===== config.mk =====
export PLATFORM = sky130hd
export DESIGN_NAME = zx_keymatrix_flat
export DESIGN_NICKNAME = d
export VERILOG_FILES = /design/src/rtl/zx_kbd_pkg.sv /design/src/rtl/zx_keymatrix_if.sv /design/src/rtl/zx_kbd_map.sv /design/src/rtl/zx_keymatrix.sv /design/src/flat_wrapper.sv
export SDC_FILE = /design/constraint.sdc
export NUM_CORES = 1
export LEC_CHECK = 0
export ABC_AREA = 1
export CAP_MARGIN = 20
export CELL_PAD_IN_SITES_DETAIL_PLACEMENT = 0
export CELL_PAD_IN_SITES_GLOBAL_PLACEMENT = 1
export CORE_MARGIN = 1.5
export CORE_UTILIZATION = 44
export DETAILED_ROUTE_END_ITERATION = 16
export PLACE_DENSITY = 0.8
export SLEW_MARGIN = 25
export SYNTH_ARGS = -nofsm -noshare
export SYNTH_HDL_FRONTEND = slang
export SYNTH_SLANG_ARGS = --single-unit

===== constraint.sdc =====
create_clock -name clock -period 3.7 [get_ports clock]
set_input_delay 0.555 -clock clock [delete_from_list [all_inputs] [get_ports clock]]
set_output_delay 0.555 -clock clock [all_outputs]
set_load 0.02 [all_outputs]

===== src/rtl/zx_kbd_pkg.sv =====
// Shared types for the ZX Spectrum keyboard matrix.
// Slot table entries and shift-modifier encoding.
package zx_kbd_pkg;

    typedef enum logic [1:0] {
        MOD_NONE = 2'd0,
        MOD_CS   = 2'd1,
        MOD_SS   = 2'd2
    } mod_t;

    typedef struct packed {
        logic [2:0] row;
        logic [2:0] col;
        mod_t       mod;
    } kslot_t;

    localparam logic [2:0] ROW_CS    = 3'd0;
    localparam logic [2:0] COL_CS    = 3'd0;
    localparam logic [2:0] ROW_SS    = 3'd7;
    localparam logic [2:0] COL_SS    = 3'd1;
    localparam logic [5:0] SLOT_NONE = 6'h3F;

    // Slots 0..39 sit on matrix position row*5+col; 40+ are extras.
    function automatic kslot_t slot_cfg(int s);
        kslot_t k;
        k = '{row: 3'(s / 5), col: 3'(s % 5), mod: MOD_NONE};
        case (s)
            40: k = '{ROW_CS, COL_CS, MOD_NONE};
            41: k = '{ROW_SS, COL_SS, MOD_NONE};
            42: k = '{3'd3, 3'd4, MOD_CS};
            43: k = '{3'd4, 3'd4, MOD_CS};
            44: k = '{3'd4, 3'd3, MOD_CS};
            45: k = '{3'd4, 3'd2, MOD_CS};
            46: k = '{3'd4, 3'd0, MOD_CS};
            47: k = '{3'd7, 3'd0, MOD_CS};
            48: k = '{3'd7, 3'd3, MOD_SS};
            49: k = '{3'd7, 3'd2, MOD_SS};
            50: k = '{3'd6, 3'd3, MOD_SS};
            default: if (s > 50) k = '{ROW_CS, COL_CS, MOD_NONE};
        endcase
        return k;
    endfunction

endpackage


===== src/rtl/zx_keymatrix_if.sv =====
// Key event and ULA half-row read bundle.
// Host side is master, keyboard matrix is slave.
interface zx_keymatrix_if;
    logic       kstrobe;
    logic       kpress;
    logic       kext;
    logic [7:0] kcode;
    logic [7:0] row;
    logic [4:0] cols;
    logic       nmi;
    logic       rst;

    modport master (
        output kstrobe, kpress, kext, kcode, row,
        input  cols, nmi, rst
    );

    modport slave (
        input  kstrobe, kpress, kext, kcode, row,
        output cols, nmi, rst
    );
endinterface


===== src/rtl/zx_kbd_map.sv =====
// PS/2 set-2 scancode to matrix slot lookup.
// F11/F12 decode exists only with ZXKBD_FKEYS_EN.
module zx_kbd_map
    import zx_kbd_pkg::*;
(
    input  logic              kext,
    input  logic [7:0]        kcode,
    output logic              hit,
    output logic [5:0]        slot,
`ifdef ZXKBD_FKEYS_EN
    output logic              f11,
    output logic              f12,
`endif
    output kslot_t [63:0]     tab
);

    logic [8:0] key;
    assign key = {kext, kcode};

    always_comb begin
        slot = SLOT_NONE;
        case (key)
            9'h012: slot = 6'd0;
            9'h01A: slot = 6'd1;
            9'h022: slot = 6'd2;
            9'h021: slot = 6'd3;
            9'h02A: slot = 6'd4;
            9'h01C: slot = 6'd5;
            9'h01B: slot = 6'd6;
            9'h023: slot = 6'd7;
            9'h02B: slot = 6'd8;
            9'h034: slot = 6'd9;
            9'h015: slot = 6'd10;
            9'h01D: slot = 6'd11;
            9'h024: slot = 6'd12;
            9'h02D: slot = 6'd13;
            9'h02C: slot = 6'd14;
            9'h016: slot = 6'd15;
            9'h01E: slot = 6'd16;
            9'h026: slot = 6'd17;
            9'h025: slot = 6'd18;
            9'h02E: slot = 6'd19;
            9'h045: slot = 6'd20;
            9'h046: slot = 6'd21;
            9'h03E: slot = 6'd22;
            9'h03D: slot = 6'd23;
            9'h036: slot = 6'd24;
            9'h04D: slot = 6'd25;
            9'h044: slot = 6'd26;
            9'h043: slot = 6'd27;
            9'h03C: slot = 6'd28;
            9'h035: slot = 6'd29;
            9'h05A: slot = 6'd30;
            9'h04B: slot = 6'd31;
            9'h042: slot = 6'd32;
            9'h03B: slot = 6'd33;
            9'h033: slot = 6'd34;
            9'h029: slot = 6'd35;
            9'h014: slot = 6'd36;
            9'h03A: slot = 6'd37;
            9'h031: slot = 6'd38;
            9'h032: slot = 6'd39;
            9'h059: slot = 6'd40;
            9'h114: slot = 6'd41;
            9'h16B: slot = 6'd42;
            9'h172: slot = 6'd43;
            9'h175: slot = 6'd44;
            9'h174: slot = 6'd45;
            9'h066: slot = 6'd46;
            9'h076: slot = 6'd47;
            9'h041: slot = 6'd48;
            9'h049: slot = 6'd49;
            9'h04E: slot = 6'd50;
            default: slot = SLOT_NONE;
        endcase
    end

    assign hit = (slot != SLOT_NONE);

`ifdef ZXKBD_FKEYS_EN
    assign f11 = (key == 9'h078);
    assign f12 = (key == 9'h007);
`endif

    for (genvar s = 0; s < 64; s++) begin : g_tab
        assign tab[s] = slot_cfg(s);
    end

endmodule


===== src/rtl/zx_keymatrix.sv =====
// PS/2 events to ZX Spectrum 8x5 keyboard matrix.
// Optional F11/F12 NMI/reset pulses: define ZXKBD_FKEYS_EN.
module zx_keymatrix
    import zx_kbd_pkg::*;
#(
    parameter int PULSE_LEN = 16
) (
    input  logic             clock,
    input  logic             reset,
    zx_keymatrix_if.slave    kb
);

    if (PULSE_LEN < 1 || PULSE_LEN > 31) begin : g_bad_len
        $error("PULSE_LEN must fit the 5-bit pulse counter");
    end

    logic              hit;
    logic [5:0]        slot;
    kslot_t [63:0]     tab;
    logic [63:0]       held;
    logic [7:0][4:0]   m;
    logic [4:0]        sel;
    logic [4:0]        cols_q;

`ifdef ZXKBD_FKEYS_EN
    logic              f11;
    logic              f12;
`endif

    zx_kbd_map u_map (
        .kext  (kb.kext),
        .kcode (kb.kcode),
        .hit   (hit),
        .slot  (slot),
`ifdef ZXKBD_FKEYS_EN
        .f11   (f11),
        .f12   (f12),
`endif
        .tab   (tab)
    );

    always_ff @(posedge clock) begin
        if (reset)
            held <= '0;
        else if (kb.kstrobe && hit)
            held[slot] <= kb.kpress;
    end

    // Composite keys add their shift on top of their own position.
    always_comb begin
        m = '0;
        for (int s = 0; s < 64; s++) begin
            if (held[s]) begin
                m[tab[s].row][tab[s].col] = 1'b1;
                if (tab[s].mod == MOD_CS) m[ROW_CS][COL_CS] = 1'b1;
                if (tab[s].mod == MOD_SS) m[ROW_SS][COL_SS] = 1'b1;
            end
        end
    end

    always_comb begin
        sel = '0;
        for (int r = 0; r < 8; r++)
            if (!kb.row[r]) sel = sel | m[r];
    end

    always_ff @(posedge clock) begin
        if (reset)
            cols_q <= 5'h1F;
        else
            cols_q <= ~sel;
    end

    assign kb.cols = cols_q;

`ifdef ZXKBD_FKEYS_EN
    logic [4:0] nmi_cnt;
    logic [4:0] rst_cnt;

    always_ff @(posedge clock) begin
        if (reset) begin
            nmi_cnt <= '0;
            rst_cnt <= '0;
        end else begin
            if (kb.kstrobe && kb.kpress && f11)
                nmi_cnt <= 5'(PULSE_LEN);
            else if (nmi_cnt != 5'd0)
                nmi_cnt <= nmi_cnt - 5'd1;
            if (kb.kstrobe && kb.kpress && f12)
                rst_cnt <= 5'(PULSE_LEN);
            else if (rst_cnt != 5'd0)
                rst_cnt <= rst_cnt - 5'd1;
        end
    end

    assign kb.nmi = (nmi_cnt != 5'd0);
    assign kb.rst = (rst_cnt != 5'd0);
`else
    assign kb.nmi = 1'b0;
    assign kb.rst = 1'b0;
`endif

endmodule

===== src/flat_wrapper.sv =====
// flat-port wrapper written by rule: the top's interface ports become plain ports
module zx_keymatrix_flat import zx_kbd_pkg::*;
#(
    parameter int PULSE_LEN = 16
)
  (clock, reset, kb_kstrobe, kb_kpress, kb_kext, kb_kcode, kb_row, kb_cols, kb_nmi, kb_rst);
  zx_keymatrix_if kb_i ();
  input  logic clock;
  input  logic reset;
  input wire logic [$bits(kb_i.kstrobe)-1:0] kb_kstrobe;
  input wire logic [$bits(kb_i.kpress)-1:0] kb_kpress;
  input wire logic [$bits(kb_i.kext)-1:0] kb_kext;
  input wire logic [$bits(kb_i.kcode)-1:0] kb_kcode;
  input wire logic [$bits(kb_i.row)-1:0] kb_row;
  output wire logic [$bits(kb_i.cols)-1:0] kb_cols;
  output wire logic [$bits(kb_i.nmi)-1:0] kb_nmi;
  output wire logic [$bits(kb_i.rst)-1:0] kb_rst;
  assign kb_i.kstrobe = kb_kstrobe;
  assign kb_i.kpress = kb_kpress;
  assign kb_i.kext = kb_kext;
  assign kb_i.kcode = kb_kcode;
  assign kb_i.row = kb_row;
  assign kb_cols = kb_i.cols;
  assign kb_nmi = kb_i.nmi;
  assign kb_rst = kb_i.rst;
  zx_keymatrix #(.PULSE_LEN(PULSE_LEN)) u_core (.clock(clock), .reset(reset), .kb(kb_i));
endmodule

==> results of run 1 <==
-- sequential cells by signal, summed over array words and instances, names as in the netlist --
signal / count
u_core.held: 64
u_core.kb.cols: 5
-- cell type report --
class / instances / area [um2] / area share (%)
sequential: 69 / 1380 / 31.6
inverter: 85 / 319 / 7.29
clock inverter: 7 / 146 / 3.35
multi-input combinational: 426 / 1990 / 45.4
clock buffer: 9 / 124 / 2.83
tap: 105 / 131 / 3.00
timing repair buffer: 30 / 285 / 6.52
-- cell families (layout without fill, tap and decap cells) --
group	Yosys count	count (layout)	synth area share (%)
DFF	69	69	35.9
AOI/OAI and AO/OA	70	70	9.99
other	1	2	0.0975
and+or+nand+nor	354	354	41.3
buffers and inverters	121	131	12.7
-- power by group --
part           internal (mW)  switching [mW]  total (mW)
logic                 0.0353           0.107       0.143
registers              0.742       0.0000405       0.742
clock network          0.521           0.331       0.852
total                   1.30           0.438        1.74
-- worst max path at each step --
stage,endpoint,slack [ns],cells past startpoint
3_5_place_dp,u_core.held[44]$_SDFFE_PP0P_,0.50,16
5_1_grt,u_core.held[43]$_SDFFE_PP0P_,0.56,15
6_report,u_core.held[24]$_SDFFE_PP0P_,0.83,14
4_1_cts,u_core.held[44]$_SDFFE_PP0P_,0.89,16
2_1_floorplan,u_core.held[42]$_SDFFE_PP0P_,1.67,14
3_3_place_gp,u_core.held[43]$_SDFFE_PP0P_,0.48,16
-- routing by layer --
metal | share of wire, % | global-route usage, % | routed length [um]
met3 | 7.4 | 5.95 | 906
met2 | 47 | 46.7 | 5750
met5 | 0 | 0 | 0
met4 | 2.9 | 11.5 | 353
met1 | 43 | 36.3 | 5320
-- cell usage in the layout, fill, tap and decap left out --
cell / n
bufinv_16: 4
inv_2: 4
nand4_1: 49
clkdlybuf4s50_1: 22
nor2_2: 4
conb_1: 2
o21ai_0: 7
buf_12: 1
o211ai_1: 1
a221oi_1: 4
dfxtp_1: 69
o41ai_1: 1
o221ai_1: 3
nor2_4: 1
clkinv_4: 2
nor2_1: 88
nand3_1: 66
nor3b_1: 1
a21oi_1: 53
nand3_2: 1
nor3_2: 1
nand2_2: 1
clkbuf_8: 9
nand2_1: 128
nor4_1: 6
inv_1: 81
inv_6: 1
buf_2: 3
o22ai_1: 1
buf_4: 4
nor3_1: 8
-- critical path, delay by kind of cell --
family                 cells  cell delay [ns]
buffers and inverters      2             0.80
and+or+nand+nor           12             1.77
==> metrics.cfg, run 1 <==
[timing]
timing.fmax_mhz = 348
setup_slack_ns = 0.828
skew_ns = 0.0150
fin_setup_tns_ns = 0
rsz0062_at_grt = false
hold_viol = 0
setup_viol = 0
slew_viol_final = 0
holdWs_ns = 0.428
worst_pin_slew_ns = 1.01
fin_crit_ns = 2.87
fin_crit_sh_pct = 77.6
slew_headroom_pct = 32.7

[yosys]
synth_seq_cells = 69
synth_edf_count = 0
async_flop_share_pct = 0
yosys.area.top_type_share_pct = 35.9
synth_area_per_cell_um2 = 6.25
ys_seq_area_share_pct = 35.9
yosys_most_used_dff = dfxtp_1
synthTopCellsByCount = nand2_1 (128), nor2_1 (88), inv_1 (81)
synth_cell_types = 26
syn_area_mm2 = 0.00385
synthCells = 615
synth.area.top_cells = dfxtp_1 (36%), nand2_1 (12%), nand3_1 (8.7%)
synth_most_common_cell = nand2_1
synth_area_leader_cell = dfxtp_1
yosysWarnings = 0

[setup_path]
crit_chain = clkdlybuf4s50_1, nor2_2, nand2_2, nor2_1, nand2_1, nand2_1, nor2_1, nand2_1, nor2_1, nand3_2, buf_4, nand3_1, nor2_1, nor2_1
reg2reg_to = u_core.kb.cols[2]$_SDFF_PP1_
crit_path_start = kb_kcode[7]
start_kind = primary input
rr_startpoint = u_core.held[2]$_SDFFE_PP0P_
crit_slowest_cell = clkdlybuf4s50_1
path_max_fanout = 31
cpMostUsedCell = nor2_1
r2r_setup_slack_ns = 2.23
cp.arrival_ns = 3.12
critPathRequiredTime_ns = 3.95
critPathCaptureType = register
slowest_delay_ns = 0.46
critical_path_class = primary input to register
reg2reg_depth = 7

[final_layout]
final_area_mm2 = 0.00437
drive_gt1_share_pct = 5.75
antennaDiodeCount = 0
fin_util_pct = 52.4
fillerInstances = 869
area_growth_pct = 13.7
final_nets = 642
stdcell_count = 731

[placed_design]
port_buffers = 25
dp.cells = 715
place_hpwl_um = 8970
placed_area_mm2 = 0.00410
dp_slack_ns = 0.501
gp_congestion = 0.990

[min_path]
hold_depth = 2
min_path_type = register to register
hold_start = u_core.held[55]$_SDFFE_PP0P_
holdPathEnd = u_core.held[55]$_SDFFE_PP0P_

[clock_tree]
numCtsBuffers = 9
cts.path.max_buffers = 2
ctsHoldBuffers = 0
ctsHtreeMaxLevel = 3
worstSkewPairLatency_ns = 0.36
ctsResizeCount = 0
clock-sinks = 69
post-cts-setup-buffers = 0
cts_tree = built
cts-root-buf = clkbuf_8
clk_pin_slew_ns = 0.09

[floorplanning]
dieHeight_um = 96.5
rows = 33
chipWidth_um = 96.5
num_io_pins = 28
start_util_pct = 46.1
fp.coreArea_mm2 = 0.00834
die_area_mm2 = 0.00931

[drt]
dr_total_vias = 4079
routed_wl_um = 12300
dr.pass1.iters = 5
dr.first_iter.drc_count = 406
avgViaCountPerCell = 5.58
wl_per_cell_um = 16.9
route.detailed.drc = 0
ant_nets = 0

[global_route]
grt-ovfl-total = 0
grt_pass1_wl_um = 19400
grt_use_total_pct = 28.5
antenna_found_initial = 0
grt_max_degree = 76
grt_pass1_vias = 3689

[flow_run]
maxCapViolations = 0

[pwr]
p_per_area_mw_per_mm2 = 397
vdd_drop_max_v = 0.000379
total_power_mw = 1.74
leakagePower_nw = 1.85

[run_status]
status = completed

Note: power is estimated with default switching activity, not from simulation.
==> inputs of run 2 (changes only) <==
--- a/config.mk
+++ b/config.mk
@@ -10,9 +10,9 @@
 export CELL_PAD_IN_SITES_DETAIL_PLACEMENT = 0
 export CELL_PAD_IN_SITES_GLOBAL_PLACEMENT = 1
 export CORE_MARGIN = 1.5
-export CORE_UTILIZATION = 44
+export CORE_UTILIZATION = 37
 export DETAILED_ROUTE_END_ITERATION = 16
-export PLACE_DENSITY = 0.8
+export PLACE_DENSITY = 0.71
 export SLEW_MARGIN = 25
 export SYNTH_ARGS = -nofsm -noshare
 export SYNTH_HDL_FRONTEND = slang
==> constraint.sdc (replaced) <==
create_clock -name clock -period 2.42 [get_ports clock]
set_input_delay 0.363 -clock clock [delete_from_list [all_inputs] [get_ports clock]]
set_output_delay 0.363 -clock clock [all_outputs]
set_load 0.02 [all_outputs]
==> run 2 against run 1 <==
Against the previous run:
- clock-buffer cell count rose by 3
- design area rose by 15%
- routed wire length up 2.8%
- setup slack worse by 0.71 ns
- largest cell class unchanged
- non-clock buffer count is 78 higher
- combinational power up 98%
- utilization down 3.0 points
- critical path type unchanged
- sequential cell count stayed put
- critical endpoint is now u_core.held[39]$_SDFFE_PP0P_
==> metrics.cfg, run 2 (synthesis gave the netlist of run 1 again) <==
[floorplanning]
num_io_pins = 28
rows = 37
start_util_pct = 37.8
dieHeight_um = 105
die_area_mm2 = 0.0110
chipWidth_um = 105
fp.coreArea_mm2 = 0.0102

[global_route]
grt_use_total_pct = 23.5
grt_pass1_vias = 4022
grt_max_degree = 56
antenna_found_initial = 0
grt_pass1_wl_um = 20200
grt-ovfl-total = 0

[clock_tree]
clk_pin_slew_ns = 0.08
worstSkewPairLatency_ns = 0.34
cts.path.max_buffers = 2
cts_tree = built
post-cts-setup-buffers = 0
cts-root-buf = clkbuf_8
ctsHtreeMaxLevel = 3
numCtsBuffers = 9
ctsResizeCount = 0
clock-sinks = 69
ctsHoldBuffers = 0

[timing]
fin_crit_sh_pct = 95.1
hold_viol = 0
slew_headroom_pct = 52.5
timing.fmax_mhz = 435
slew_viol_final = 0
skew_ns = 0.0125
rsz0062_at_grt = false
setup_viol = 0
fin_crit_ns = 2.30
worst_pin_slew_ns = 0.713

[pwr]
leakagePower_nw = 2.23
p_per_area_mw_per_mm2 = 467
comb_power_share_pct = 12.0
vdd_drop_max_v = 0.000258
p_clk_share_pct = 39.7
p_sw_mw = 0.611
swShare_pct = 26.0
p_seq_share_pct = 48.2
p_int_mw = 1.74

[placed_design]
gp_congestion = 0.940
placed_area_mm2 = 0.00478
port_buffers = 25
dp.cells = 824
place_hpwl_um = 9640

[final_layout]
fillerInstances = 1088
stdcell_count = 841
area_growth_pct = 30.8
layout_common_cells = nand2_1 (124), nor2_1 (84), inv_1 (81), buf_4 (78), dfxtp_1 (69)
final_area_mm2 = 0.00503
layout_commonest_cell = nand2_1
antennaDiodeCount = 0
final_nets = 721
regMostFlops = u_core.held
largest_reg_flops = 64
drive_gt1_share_pct = 17.2

[drt]
routed.top_layer = met4
route.detailed.drc = 0
routed_wl_um = 12700
dr_wl_met2_um = 5880
avgViaCountPerCell = 5.10
dr_wl_met3_um = 605
dr.first_iter.drc_count = 220
dr.pass1.iters = 4
ant_nets = 0
wl_per_cell_um = 15.1
dr_total_vias = 4286
met1Wirelength_um = 5850

[setup_path]
crit_buf_inv = 4
worst-path-stages = 15
critPathRequiredTime_ns = 2.69
critical_path_class = primary input to register
start_kind = primary input
crit_slowest_cell = clkdlybuf4s50_1
crit_path_start = kb_kcode[4]
path_max_fanout = 15
slowest_delay_ns = 0.56
crit_chain = clkdlybuf4s50_1, nand2_1, inv_1, nand3_1, nor3_2, nor2_1, nand3_1, nor2_1, nand3_2, buf_12, buf_4, nand3_1, nand2_1, nand2_1, nor2_1
crit_family = simple AND/OR/NAND/NOR gates
rr_startpoint = u_core.held[2]$_SDFFE_PP0P_
critPathCaptureType = register
crit_end = u_core.held[39]$_SDFFE_PP0P_
cp.arrival_ns = 2.57
r2r_setup_slack_ns = 0.93
reg2reg_to = u_core.kb.cols[2]$_SDFF_PP1_
reg2reg_depth = 7

[min_path]
min_path_type = register to register

[run_status]
status = completed

[flow_run]
maxCapViolations = 0

[run 2: area by class of cell]
type | count | area, um2 | area share [%]
multi-input combinational | 427 | 2040 | 40.5
sequential | 69 | 1380 | 27.4
timing repair buffer | 108 | 931 | 18.5
clock inverter | 4 | 47.5 | 0.945
clock buffer | 12 | 145 | 2.88
inverter | 85 | 319 | 6.34
tap | 136 | 170 | 3.38
[run 2: how the worst min path moves through the flow]
stage,start,endpoint,slack [ns],cells past startpoint
2_1_floorplan,u_core.held[52]$_SDFFE_PP0P_,u_core.held[52]$_SDFFE_PP0P_,0.40,2
3_3_place_gp,u_core.held[63]$_SDFFE_PP0P_,u_core.held[63]$_SDFFE_PP0P_,0.41,2
3_5_place_dp,u_core.held[54]$_SDFFE_PP0P_,u_core.held[54]$_SDFFE_PP0P_,0.42,2
4_1_cts,u_core.held[54]$_SDFFE_PP0P_,u_core.held[54]$_SDFFE_PP0P_,0.43,2
5_1_grt,u_core.held[63]$_SDFFE_PP0P_,u_core.held[63]$_SDFFE_PP0P_,0.45,2
6_report,u_core.held[56]$_SDFFE_PP0P_,u_core.held[56]$_SDFFE_PP0P_,0.43,2
[run 2: per-layer routing]
metal / up-vias / GRT usage (%)
li1: 2189 / -
met3: 20 / 3.06
met1: 1965 / 31.2
met5: - / 0
met4: 0 / 8.32
met2: 112 / 38.8
[run 2: through the flow]
| step | TNS [ns] | total power, mW | setup slack, ns | hold WS, ns | util, % |
|---|---|---|---|---|---|
| 3_3_place_gp | -10.74 | 1.43 | -0.254 | 0.410 | 46.9 |
| 6_report | 0 | 2.35 | 0.120 | 0.428 | 49.4 |
| 4_1_cts | 0 | 2.37 | 0.103 | 0.429 | 48.8 |
| 3_5_place_dp | -9.43 | 1.43 | -0.251 | 0.416 | 46.9 |
| 2_1_floorplan | 0 | 1.30 | 0.585 | 0.403 | - |
| 5_1_grt | 0 | 2.45 | 0.00100 | 0.445 | 49.4 |
[run 2: worst register-to-register path: cells and delay by family, from the launching register on]
| family | cells | cell delay (ns) |
|---|---|---|
| AOI/OAI and AO/OA | 5 | 0.97 |
| DFF | 1 | 0.33 |
| and+or+nand+nor | 2 | 0.13 |
[run 2: power by group through the flow]
| stage | Combinational (mW) | Sequential, mW | Clock (mW) |
|---|---|---|---|
| floorplan | 0.142 | 1.16 | 0 |
| global placement | 0.271 | 1.16 | 0 |
| detailed placement | 0.273 | 1.16 | 0 |
| CTS | 0.274 | 1.13 | 0.966 |
| global route | 0.305 | 1.13 | 1.01 |
| finish | 0.283 | 1.13 | 0.935 |
==> inputs of run 3 (changes only) <==
--- a/config.mk
+++ b/config.mk
@@ -10,9 +10,10 @@
 export CELL_PAD_IN_SITES_DETAIL_PLACEMENT = 0
 export CELL_PAD_IN_SITES_GLOBAL_PLACEMENT = 1
 export CORE_MARGIN = 1.5
-export CORE_UTILIZATION = 37
+export CORE_UTILIZATION = 44
 export DETAILED_ROUTE_END_ITERATION = 16
-export PLACE_DENSITY = 0.71
+export PLACE_DENSITY = 0.8
+export SKIP_LAST_GASP = 1
 export SLEW_MARGIN = 25
 export SYNTH_ARGS = -nofsm -noshare
 export SYNTH_HDL_FRONTEND = slang
==> constraint.sdc (replaced) <==
create_clock -name clock -period 2.8 [get_ports clock]
set_input_delay 0.42 -clock clock [delete_from_list [all_inputs] [get_ports clock]]
set_output_delay 0.42 -clock clock [all_outputs]
set_load 0.02 [all_outputs]
==> run 3 against run 2 <==
Against the previous run:
- register-to-register slack better by 0.48 ns
- die area down 15%
- clock power shrank 13%
- routed wire length decreased by 4.8%
- critical path depth did not move
- final cell count fell by 11%
- worst hold slack lost 0.0045 ns
- sequential cell count stayed put
- sequential power is 13% lower
- sequential share of layout area up 3.6 points
- first-iteration DRC count up 5.0%
- largest cell class unchanged
==> metrics.cfg, run 3 (synthesis gave the netlist of run 1 again) <==
[placed_design]
port_buffers = 25
dp_slack_ns = -0.0466
gp_congestion = 0.979
placed_area_mm2 = 0.00426
place_hpwl_um = 8930

[timing]
slew_viol_final = 0
fin_crit_ns = 2.52
skew_ns = 0.0145
fin_crit_sh_pct = 89.9
setup_viol = 0
fin_setup_tns_ns = 0
hold_viol = 0
timing.fmax_mhz = 397
rsz0062_at_grt = false
slew_headroom_pct = 33.1
setup_slack_ns = 0.282
worst_pin_slew_ns = 1.00
holdWs_ns = 0.423

[setup_path]
r2r_setup_slack_ns = 1.41
critPathCaptureType = register
critPathRequiredTime_ns = 3.09
path_max_fanout = 57
slowest_delay_ns = 0.46
start_kind = primary input
cpMostUsedCell = nand2_1
cp.arrival_ns = 2.81
rr_startpoint = u_core.held[42]$_SDFFE_PP0P_
crit_chain = clkdlybuf4s50_1, nor2_2, nand2_2, nor2_1, nand2_1, nand2_1, nor2_1, nand2_1, nor2_1, nand3_2, buf_12, nand3_1, nand2_1, nand2_1, nor2_1
critical_path_class = primary input to register
reg2reg_to = u_core.kb.cols[0]$_SDFF_PP1_
crit_slowest_cell = clkdlybuf4s50_1
reg2reg_depth = 6

[floorplanning]
num_io_pins = 28
chipWidth_um = 96.5
die_area_mm2 = 0.00931
start_util_pct = 46.1
dieHeight_um = 96.5
fp.coreArea_mm2 = 0.00834
rows = 33

[final_layout]
drive_gt1_share_pct = 8.39
regMostFlops = u_core.held
largest_reg_flops = 64
final_area_mm2 = 0.00445
fillerInstances = 912
area_growth_pct = 15.7
layout_common_cells = nand2_1 (128), nor2_1 (88), inv_1 (81), dfxtp_1 (69), nand3_1 (66)
final_nets = 660
antennaDiodeCount = 0
layout_commonest_cell = nand2_1

[drt]
route.detailed.drc = 0
wl_per_cell_um = 16.1
routed_wl_um = 12100
avgViaCountPerCell = 5.48
ant_nets = 0
dr.pass1.iters = 5
dr_total_vias = 4105
dr.first_iter.drc_count = 231

[pwr]
total_power_mw = 1.99
comb_power_share_pct = 9.9
vdd_drop_max_v = 0.000206
p_seq_share_pct = 49.3
p_int_mw = 1.38
p_sw_mw = 0.610
leakagePower_nw = 1.90
p_clk_share_pct = 40.8
swShare_pct = 30.7
p_per_area_mw_per_mm2 = 446

[clock_tree]
clock-sinks = 69
worstSkewPairLatency_ns = 0.36
ctsHtreeMaxLevel = 3
numCtsBuffers = 9
cts.path.max_buffers = 2
ctsResizeCount = 0
clk_pin_slew_ns = 0.09
ctsHoldBuffers = 0
post-cts-setup-buffers = 0
cts-root-buf = clkbuf_8
cts_tree = built

[global_route]
antenna_found_initial = 0
grt_pass1_wl_um = 19300
grt_pass1_vias = 3772
grt_use_total_pct = 27.9
grt-ovfl-total = 0
grt_max_degree = 59

[flow_run]
maxCapViolations = 0

[min_path]
hold_start = u_core.held[56]$_SDFFE_PP0P_
min_path_type = register to register
holdPathEnd = u_core.held[56]$_SDFFE_PP0P_
hold_depth = 2

[run_status]
status = completed

## run 3: cell count changes in the layout (fill, tap and decap cells not counted), sizes merged, moves of 3 or more
cell           previous run  this run
clkbuf                   12         9
inv                      85        89
dlymetal6s2s              4         0
buf                      86        26
clkdlybuf4s50            18        22
## run 3: worst max path at each step
| stage | startpoint | to | slack [ns] |
|---|---|---|---|
| floorplan | kb_kcode[7] | u_core.held[42]$_SDFFE_PP0P_ | 0.91 |
| detailed placement | kb_kcode[7] | u_core.held[39]$_SDFFE_PP0P_ | -0.05 |
| global route | kb_kcode[7] | u_core.held[50]$_SDFFE_PP0P_ | 0.03 |
| CTS | kb_kcode[7] | u_core.held[39]$_SDFFE_PP0P_ | 0.33 |
| finish | kb_kcode[7] | u_core.held[39]$_SDFFE_PP0P_ | 0.28 |
| global placement | kb_kcode[7] | u_core.held[27]$_SDFFE_PP0P_ | -0.04 |
## run 3: area by class of cell
class | instances | area [um2] | area share [%]
Clock inverter | 7 | 63.8 | 1.43
Timing Repair Buffer | 48 | 445 | 10.0
Tap cell | 105 | 131 | 2.95
Sequential cell | 69 | 1380 | 31.0
Inverter | 85 | 319 | 7.17
Clock buffer | 9 | 124 | 2.78
Multi-Input combinational cell | 426 | 1990 | 44.6
## run 3: power by group through the flow
stage	Clock [mW]	Combinational (mW)	Sequential, mW
global route	0.865	0.213	0.981
detailed placement	0	0.193	1.00
CTS	0.827	0.193	0.980
floorplan	0	0.123	1.00
finish	0.811	0.196	0.980
global placement	0	0.192	1.00
## run 3: metrics by stage
stage                     std cells  util [%]
after floorplan                 616         -
after global placement          733      51.1
after detailed placement        733      51.1
after CTS                       749      53.4
after global routing            749      53.4
final                           749      53.4
## run 3: per-layer routing
metal / up-vias / global-route usage, % / share of wire [%]
met5: - / 0 / 0
met4: 0 / 9.18 / 2.0
met3: 20 / 4.69 / 5.6
met2: 128 / 46.8 / 46
met1: 1895 / 36.2 / 46
li1: 2062 / - / -
## run 3: critical path: cells and delay by family
family        cells  cell delay (ns)
simple gates     13             1.68
buf+inv           2             0.70
